[config.mk]
export PLATFORM = sky130hd
export DESIGN_NAME = vga_sync_ctrl
export DESIGN_NICKNAME = d
export VERILOG_FILES = /design/src/rtl/vga_sync_ctrl.sv
export SDC_FILE = /design/constraint.sdc
export NUM_CORES = 1
export LEC_CHECK = 0
export CAP_MARGIN = 20
export CORE_MARGIN = 5
export CORE_UTILIZATION = 52
export CTS_CLUSTER_SIZE = 12
export DETAILED_ROUTE_END_ITERATION = 7
export PLACE_DENSITY_LB_ADDON = 0.15
export REMOVE_ABC_BUFFERS = 1
export SYNTH_ARGS = -nofsm -noshare
export SYNTH_HDL_FRONTEND = slang
export SYNTH_SLANG_ARGS = --single-unit
[constraint.sdc]
create_clock -name clk -period 2.88 [get_ports clk]
set_input_delay 0.288 -clock clk [delete_from_list [all_inputs] [get_ports clk]]
set_output_delay 0.288 -clock clk [all_outputs]
set_load 0.03 [all_outputs]
[src/rtl/vga_sync_ctrl.sv]
// rtl/vga_sync_ctrl.sv - VGA pixel-rate divider, h/v counters and sync/blanking/strobe decode (option: VGA_FRAME_COUNTER_EN)
module vga_sync_ctrl #(
    parameter int H_DISPLAY = 640,
    parameter int H_FP      = 16,
    parameter int H_SYNC    = 96,
    parameter int H_BP      = 48,
    parameter int V_DISPLAY = 480,
    parameter int V_FP      = 10,
    parameter int V_SYNC    = 2,
    parameter int V_BP      = 33,
    parameter int CLK_DIV   = 2
) (
    input  logic       clk,
    input  logic       reset,
    input  logic       enable,
    output logic       pixel_tick,
    output logic [9:0] hcount,
    output logic [9:0] vcount,
    output logic       hsync,
    output logic       vsync,
    output logic       video_on,
    output logic       line_start,
    output logic       frame_start,
    output logic [7:0] frame_cnt
);

    // Counter limits and decode boundaries, pre-sized to the 10-bit counter width.
    localparam logic [9:0] H_LAST     = 10'(H_DISPLAY + H_FP + H_SYNC + H_BP - 1);
    localparam logic [9:0] V_LAST     = 10'(V_DISPLAY + V_FP + V_SYNC + V_BP - 1);
    localparam logic [9:0] H_VIS      = 10'(H_DISPLAY);
    localparam logic [9:0] V_VIS      = 10'(V_DISPLAY);
    localparam logic [9:0] HS_FIRST   = 10'(H_DISPLAY + H_FP);
    localparam logic [9:0] HS_LAST    = 10'(H_DISPLAY + H_FP + H_SYNC - 1);
    localparam logic [9:0] VS_FIRST   = 10'(V_DISPLAY + V_FP);
    localparam logic [9:0] VS_LAST    = 10'(V_DISPLAY + V_FP + V_SYNC - 1);
    // Divider is 4 bits wide, enough for the full 1..16 divide range.
    localparam logic [3:0] DIV_LAST   = 4'(CLK_DIV - 1);

    logic [3:0] div_q,    div_d;
    logic       tick_q,   tick_d;
    logic [9:0] hcount_q, hcount_d;
    logic [9:0] vcount_q, vcount_d;
    logic       hsync_q,  hsync_d;
    logic       vsync_q,  vsync_d;
    logic       von_q,    von_d;
    logic       lstart_q, lstart_d;
    logic       fstart_q, fstart_d;

    // Next-state: divider, counters, and decode of the next counter values so
    // that every registered output lines up with hcount/vcount.
    always_comb begin
        div_d    = div_q;
        tick_d   = 1'b0;
        hcount_d = hcount_q;
        vcount_d = vcount_q;
        lstart_d = 1'b0;
        fstart_d = 1'b0;
        hsync_d  = hsync_q;
        vsync_d  = vsync_q;
        von_d    = von_q;
        if (enable) begin
            if (div_q == DIV_LAST) begin
                div_d  = 4'd0;
                tick_d = 1'b1;
                if (hcount_q == H_LAST) begin
                    hcount_d = 10'd0;
                    lstart_d = 1'b1;
                    if (vcount_q == V_LAST) begin
                        vcount_d = 10'd0;
                        fstart_d = 1'b1;
                    end else begin
                        vcount_d = vcount_q + 10'd1;
                    end
                end else begin
                    hcount_d = hcount_q + 10'd1;
                end
            end else begin
                div_d = div_q + 4'd1;
            end
            // Decoded only while running, so a freeze holds the last levels.
            hsync_d = !((hcount_d >= HS_FIRST) && (hcount_d <= HS_LAST));
            vsync_d = !((vcount_d >= VS_FIRST) && (vcount_d <= VS_LAST));
            von_d   = (hcount_d < H_VIS) && (vcount_d < V_VIS);
        end
    end

    // State and output registers; reset takes effect immediately, mid-frame too.
    always_ff @(posedge clk or posedge reset) begin
        if (reset) begin
            div_q    <= 4'd0;
            tick_q   <= 1'b0;
            hcount_q <= 10'd0;
            vcount_q <= 10'd0;
            hsync_q  <= 1'b1;
            vsync_q  <= 1'b1;
            von_q    <= 1'b0;
            lstart_q <= 1'b0;
            fstart_q <= 1'b0;
        end else begin
            div_q    <= div_d;
            tick_q   <= tick_d;
            hcount_q <= hcount_d;
            vcount_q <= vcount_d;
            hsync_q  <= hsync_d;
            vsync_q  <= vsync_d;
            von_q    <= von_d;
            lstart_q <= lstart_d;
            fstart_q <= fstart_d;
        end
    end

`ifdef VGA_FRAME_COUNTER_EN
    logic [7:0] fcnt_q;

    // Frame counter steps on each frame wrap; the strobe is already gated by enable.
    always_ff @(posedge clk or posedge reset) begin
        if (reset) begin
            fcnt_q <= 8'd0;
        end else if (fstart_d) begin
            fcnt_q <= fcnt_q + 8'd1;
        end
    end

    assign frame_cnt = fcnt_q;
`else
    assign frame_cnt = 8'd0;
`endif

    assign pixel_tick  = tick_q;
    assign hcount      = hcount_q;
    assign vcount      = vcount_q;
    assign hsync       = hsync_q;
    assign vsync       = vsync_q;
    assign video_on    = von_q;
    assign line_start  = lstart_q;
    assign frame_start = fstart_q;

endmodule

==> results.sh, run 1 <==
export IMPL_outcome="finished, final reports clean"
export IMPL_area_growth_pct=17.3
export IMPL_hold_path_class="input port to async pin"
export IMPL_rsz0062_at_grt="false"
export IMPL_gp_congestion=0.900
export IMPL_cts_hold_buf=0
export IMPL_htreeDepth=2
export IMPL_final_area_sq_um=2310
export IMPL_yosysSeqAreaShare=0.382
export IMPL_cts_setup_buffers=0
export IMPL_cp_data_arrival_time_ns=2.60
export IMPL_powerDensity_nw_per_um2=522
export IMPL_dieArea_sq_um=5130
export IMPL_ys_seq_elements=30
export IMPL_synth_edf_count=0
export IMPL_place_hpwl_um=3220
export IMPL_cp_data_required_time_ns=3.08
export IMPL_coreArea_sq_um=3660
export IMPL_ys_warn_count=0
export IMPL_clk_pin_slew_ns=0.06
export IMPL_post_route_min_period_ns=2.40
export IMPL_end_kind="register"
export IMPL_seq_power_share=0.448
export IMPL_fmax_ghz=0.417
export IMPL_cts_resized=0
export IMPL_die_x_um=71.6
export IMPL_synth_top_area_share=0.355
export IMPL_yosysTopAreaCell="dfrtp_1"
export IMPL_cp_max_fo=7
export IMPL_rows=22
export IMPL_ys_flop_type="dfrtp_1"
export IMPL_drv_cap=0
export IMPL_drive_gt1_frac=0.0778
export IMPL_synth_cell_type_count=53
export IMPL_antenna_cells=0
export IMPL_leakagePower_uw=0.000939
export IMPL_netlist_instances=235
export IMPL_fp_dieH_um=71.6
export IMPL_cts_buffer_depth=2
export IMPL_power_frac_comb=0.262
export IMPL_max_slew_margin=0.646
export IMPL_start_util=0.539
export IMPL_grtUsageTotal=0.189
export IMPL_nets=262
export IMPL_power_internal_uw=777
export IMPL_grt_antenna_before_repair=0
export IMPL_overflow=0
export IMPL_fin_setup_tns_ns=0
export IMPL_cts_root_buf="clkbuf_8"
export IMPL_p_clk_frac=0.290
export IMPL_worst_pin_slew_ns=0.528
export IMPL_hold_viol_final=0
export IMPL_setup_viol=0
export IMPL_async_flop_share=1.00
export IMPL_netlist_top_cells_count="nand2_1 (35), dfrtp_1 (28), o21ai_0 (23)"
export IMPL_drt_pass1_iterations=4
export IMPL_clock_skew_ns=0.00379
export IMPL_crit_type="register to register"
export IMPL_grt_pass1_vias=1624
export IMPL_placed_area_sq_um=2220
export IMPL_yosysMostFrequentCell="nand2_1"
export IMPL_dr_total_vias=1811
export IMPL_ant_nets=0
export IMPL_avgSynthCellArea_sq_um=8.40
export IMPL_routedWlPerCell_um=14.9
export IMPL_cts_tree="built"
export IMPL_numCtsBuffers=5
export IMPL_grt_max_degree=31
export IMPL_ys_top_cells_by_area="dfrtp_1 (36%), nand2_1 (6.7%), o21ai_0 (5.8%)"
export IMPL_numPortBuffers=28
export IMPL_ios=37
export IMPL_start_kind="register"
export IMPL_clock_latency_ns=0.28
export IMPL_drcViolationCount=0
export IMPL_drt_total_wl_um=4540
export IMPL_power_switching_uw=431
export IMPL_period_share=0.833
export IMPL_maxSlewViolCount=0
export IMPL_grt_pass1_wl_um=7850
export IMPL_routed_via_density=5.94
export IMPL_synthesis_area_sq_um=1970
export IMPL_switching_share=0.357
export IMPL_peakVddDrop_mv=0.450
export IMPL_cts_sinks=30
export IMPL_drtIter0Drc=167
==> cell families after synthesis <==
family | count (synthesis) | synth area share
other | 1 | 0.00190
buffers and inverters | 30 | 0.0799
AO/OA/AOI/OAI | 61 | 0.203
flip-flops | 30 | 0.382
XOR/XNOR | 8 | 0.0355
AND/OR/NAND/NOR | 102 | 0.279
adder cells (fa/ha/maj) | 3 | 0.0190
==> cells in the final DEF (no fill, tap or decap), types with 2 or more instances in the layout <==
cell type / netlist / layout
nand4b_1: 2 / 2
and2_1: 5 / 5
nand2_1: 35 / 35
clkbuf_8: 0 / 6
dfrtp_1: 28 / 28
a21oi_1: 7 / 7
nor3_1: 3 / 3
conb_1: 1 / 8
buf_4: 10 / 2
clkdlybuf4s50_1: 0 / 28
a31oi_1: 4 / 4
dfstp_2: 2 / 2
and4_1: 3 / 3
nor2_1: 12 / 12
o2111ai_1: 2 / 2
and3_1: 5 / 5
o21ai_0: 23 / 23
a21o_1: 2 / 2
o211ai_1: 2 / 2
nand3_1: 15 / 15
inv_1: 6 / 6
o311a_1: 2 / 2
nand2b_1: 3 / 3
o31ai_1: 8 / 8
xnor2_1: 7 / 7
nand4_1: 8 / 8
ha_1: 3 / 3
==> cell type report <==
class	instances	area [sq um]
clock buffer	7	86.3
clock inverter	1	5.00
fill	322	1350
inverter	7	26.3
multi-input combinational	182	1090
sequential	30	753
tap	48	60.1
timing repair buffer	30	295
==> power by group through the flow <==
stage / Combinational [uW] / Clock [uW] / Sequential (uW)
floorplan: 136 / 0 / 601
global route: 347 / 382 / 555
CTS: 320 / 357 / 541
detailed placement: 318 / 0 / 547
finish: 316 / 350 / 541
global placement: 315 / 0 / 543
==> sequential cells by signal, summed over array words and instances (netlist names) <==
signal,cells
hcount,10
vcount,10
div_q,4
frame_start,1
hsync,1
line_start,1
pixel_tick,1
video_on,1
vsync,1
==> critical path, cell delays in order (launching register included) <==
cell and delay (ns):
dfrtp_1 0.45, ha_1 0.32, and4_1 0.38, nand4_1 0.27
o41ai_1 0.44, a221oi_1 0.12, or3_1 0.35
==> metal layers <==
| metal | track usage | wire, um |
|---|---|---|
| met3 | 0.0477 | 303 |
| met2 | 0.258 | 1950 |
| met5 | 0 | 0 |
| met4 | 0.0564 | 68 |
| met1 | 0.290 | 2220 |
==> through the flow <==
step | hold slack, ns | setup slack, ns | power, uW | std cells | utilization
after detailed placement | 0.493 | 0.498 | 866 | 297 | 0.607
after global routing | 0.432 | 0.295 | 1280 | 305 | 0.632
after floorplan | 0.377 | 0.613 | 737 | 219 | -
after global placement | 0.492 | 0.494 | 858 | 297 | 0.607
final | 0.390 | 0.480 | 1210 | 305 | 0.632
after CTS | 0.409 | 0.495 | 1220 | 305 | 0.632
==> path summary, 6_finish.rpt <==
| check | slack (ns) | depth (start not counted) | start | end |
|---|---|---|---|---|
| setup / recovery | 0.48 | 6 | hcount[0] | vsync |
| hold / removal | 0.39 | 3 | reset | line_start |
| setup reg to reg | 0.48 | 6 | hcount[0] | vsync |
| hold reg to reg | 0.50 | 2 | hsync | hsync |
| max in group asynchronous | 2.16 | 3 | reset | vsync |
| min in group clk | 0.50 | 2 | hsync | hsync |
(Power assumes the default switching activity.)
==> run 2, diff against run 1 <==
CORE_UTILIZATION = 47   (was 52)
clock period = 2 ns   (was 2.88 ns; I/O delays follow)
==> run 2 against run 1 <==
Effect of this change: critical path depth is 2 higher; die area increased by 9.1%; wire length up 12%; global-route usage increased by 0.60 points; critical endpoint unchanged.
==> results.sh, run 2 (same netlist as run 1, synthesis figures left out) <==
export IMPL_ant_nets=0
export IMPL_hold_path_class="input port to async pin"
export IMPL_setup_viol=0
export IMPL_drv_cap=0
export IMPL_numCtsBuffers=5
export IMPL_drt_total_wl_um=5070
export IMPL_end_kind="register"
export IMPL_post_route_min_period_ns=1.99
export IMPL_cts_hold_buf=0
export IMPL_outcome="finished, final reports clean"
export IMPL_overflow=0
export IMPL_maxSlewViolCount=0
export IMPL_clock_latency_ns=0.28
export IMPL_clock_skew_ns=0.00974
export IMPL_clk_pin_slew_ns=0.07
export IMPL_cp_data_required_time_ns=2.21
export IMPL_cp_data_arrival_time_ns=2.20
export IMPL_gp_congestion=0.881
export IMPL_ios=37
export IMPL_grtUsageTotal=0.195
export IMPL_period_share=0.993
export IMPL_antenna_cells=0
export IMPL_leakagePower_uw=0.00115
export IMPL_rows=23
export IMPL_drtIter0Drc=243
export IMPL_utilization=0.656
export IMPL_grt_pass1_vias=1743
export IMPL_cts_buffer_depth=2
export IMPL_drt_pass1_iterations=4
export IMPL_cts_sinks=30
export IMPL_timing_final_ws_setup_ns=0.0130
export IMPL_fmax_ghz=0.503
export IMPL_fin_setup_tns_ns=0
export IMPL_n_fill_cell=349
export IMPL_drcViolationCount=0
export IMPL_layout_commonest_cell="buf_4"
export IMPL_fp_dieH_um=74.8
export IMPL_coreArea_sq_um=4030
export IMPL_cts_tree="built"
export IMPL_peakVddDrop_mv=0.457
export IMPL_area_growth_pct=34.0
export IMPL_layout_common_cells="buf_4 (43), nand2_1 (35), dfrtp_1 (28), clkdlybuf4s50_1 (28), o21ai_0 (21)"
export IMPL_totalPowerFinal_uw=1900
export IMPL_rsz0062_at_grt="true"
export IMPL_powerDensity_nw_per_um2=719
export IMPL_cp_max_fo=8
export IMPL_dr_total_vias=1926
export IMPL_drive_gt1_frac=0.218
export IMPL_htreeDepth=2
export IMPL_crit_type="register to register"
export IMPL_die_x_um=74.8
export IMPL_start_kind="register"
export IMPL_grt_max_degree=31
export IMPL_routed_via_density=5.53
export IMPL_routedWlPerCell_um=14.6
export IMPL_hold_viol_final=0
export IMPL_dieArea_sq_um=5590
export IMPL_cts_root_buf="clkbuf_8"
export IMPL_grt_antenna_before_repair=0
export IMPL_start_util=0.490
export IMPL_grt_pass1_wl_um=8320
export IMPL_post_place_ws_ns=-0.0652
export IMPL_place_hpwl_um=3690
export IMPL_numPortBuffers=28
export IMPL_nets=303
[run 2: cell types whose count changed in the layout (fill, tap and decap cells not counted), sizes merged]
cell / previous run / this run
buf: 2 / 43
[run 2: power by group]
group	internal, uW	switching [uW]
clock network	278	236
registers	669	52.6
logic	288	378
[run 2: routing by layer]
metal	up-vias	GRT usage	part of all wire
li1	966	-	-
met1	903	0.285	0.48
met2	52	0.293	0.45
met3	5	0.0401	0.060
met4	0	0.0514	0.0079
met5	-	0	0
[run 2: path summary, 6_finish.rpt]
path | depth (start not counted) | end | slack, ns | startpoint
hold reg to reg | 2 | hsync | 0.50 | hsync
max in group asynchronous | 3 | hsync | 1.40 | reset
min in group clk | 2 | hsync | 0.50 | hsync
hold / removal | 3 | hcount[6] | 0.29 | reset
setup / recovery | 8 | vsync | 0.01 | vcount[1]
setup reg to reg | 8 | vsync | 0.01 | vcount[1]
[run 2: metrics by stage]
step                      area (sq um)  hold WS (ns)  std cells
after floorplan                   1870         0.289        219
after global placement            2520         0.485        338
after detailed placement          2520         0.482        338
after CTS                         2630         0.303        347
after global routing              2640         0.326        348
final                             2640         0.291        348
[run 2: layout make-up]
cell class / count / area [sq um] / area share
clock buffers: 7 / 86.3 / 0.0327
clock inverters: 1 / 5.00 / 0.00189
inverters: 7 / 26.3 / 0.00994
multi-input cells: 182 / 1110 / 0.419
flip-flops and latches: 30 / 753 / 0.285
well taps: 50 / 62.6 / 0.0237
repair buffers: 71 / 603 / 0.228
[run 2: critical path: stages (launching register included)]
cell,delay [ns]
dfrtp_1,0.39
buf_4,0.16
ha_1,0.20
buf_4,0.17
nand2_1,0.13
nor2_1,0.07
o41ai_1,0.35
a221oi_1,0.11
or3_1,0.35
[run 2: timing repair]
| action | in CTS | in global routing |
|---|---|---|
| setup buffers | 1 | 1 |
| pin swaps | 1 | 6 |
| gates resized for setup | 1 | 6 |
| setup endpoints to repair | 2 | 8 |
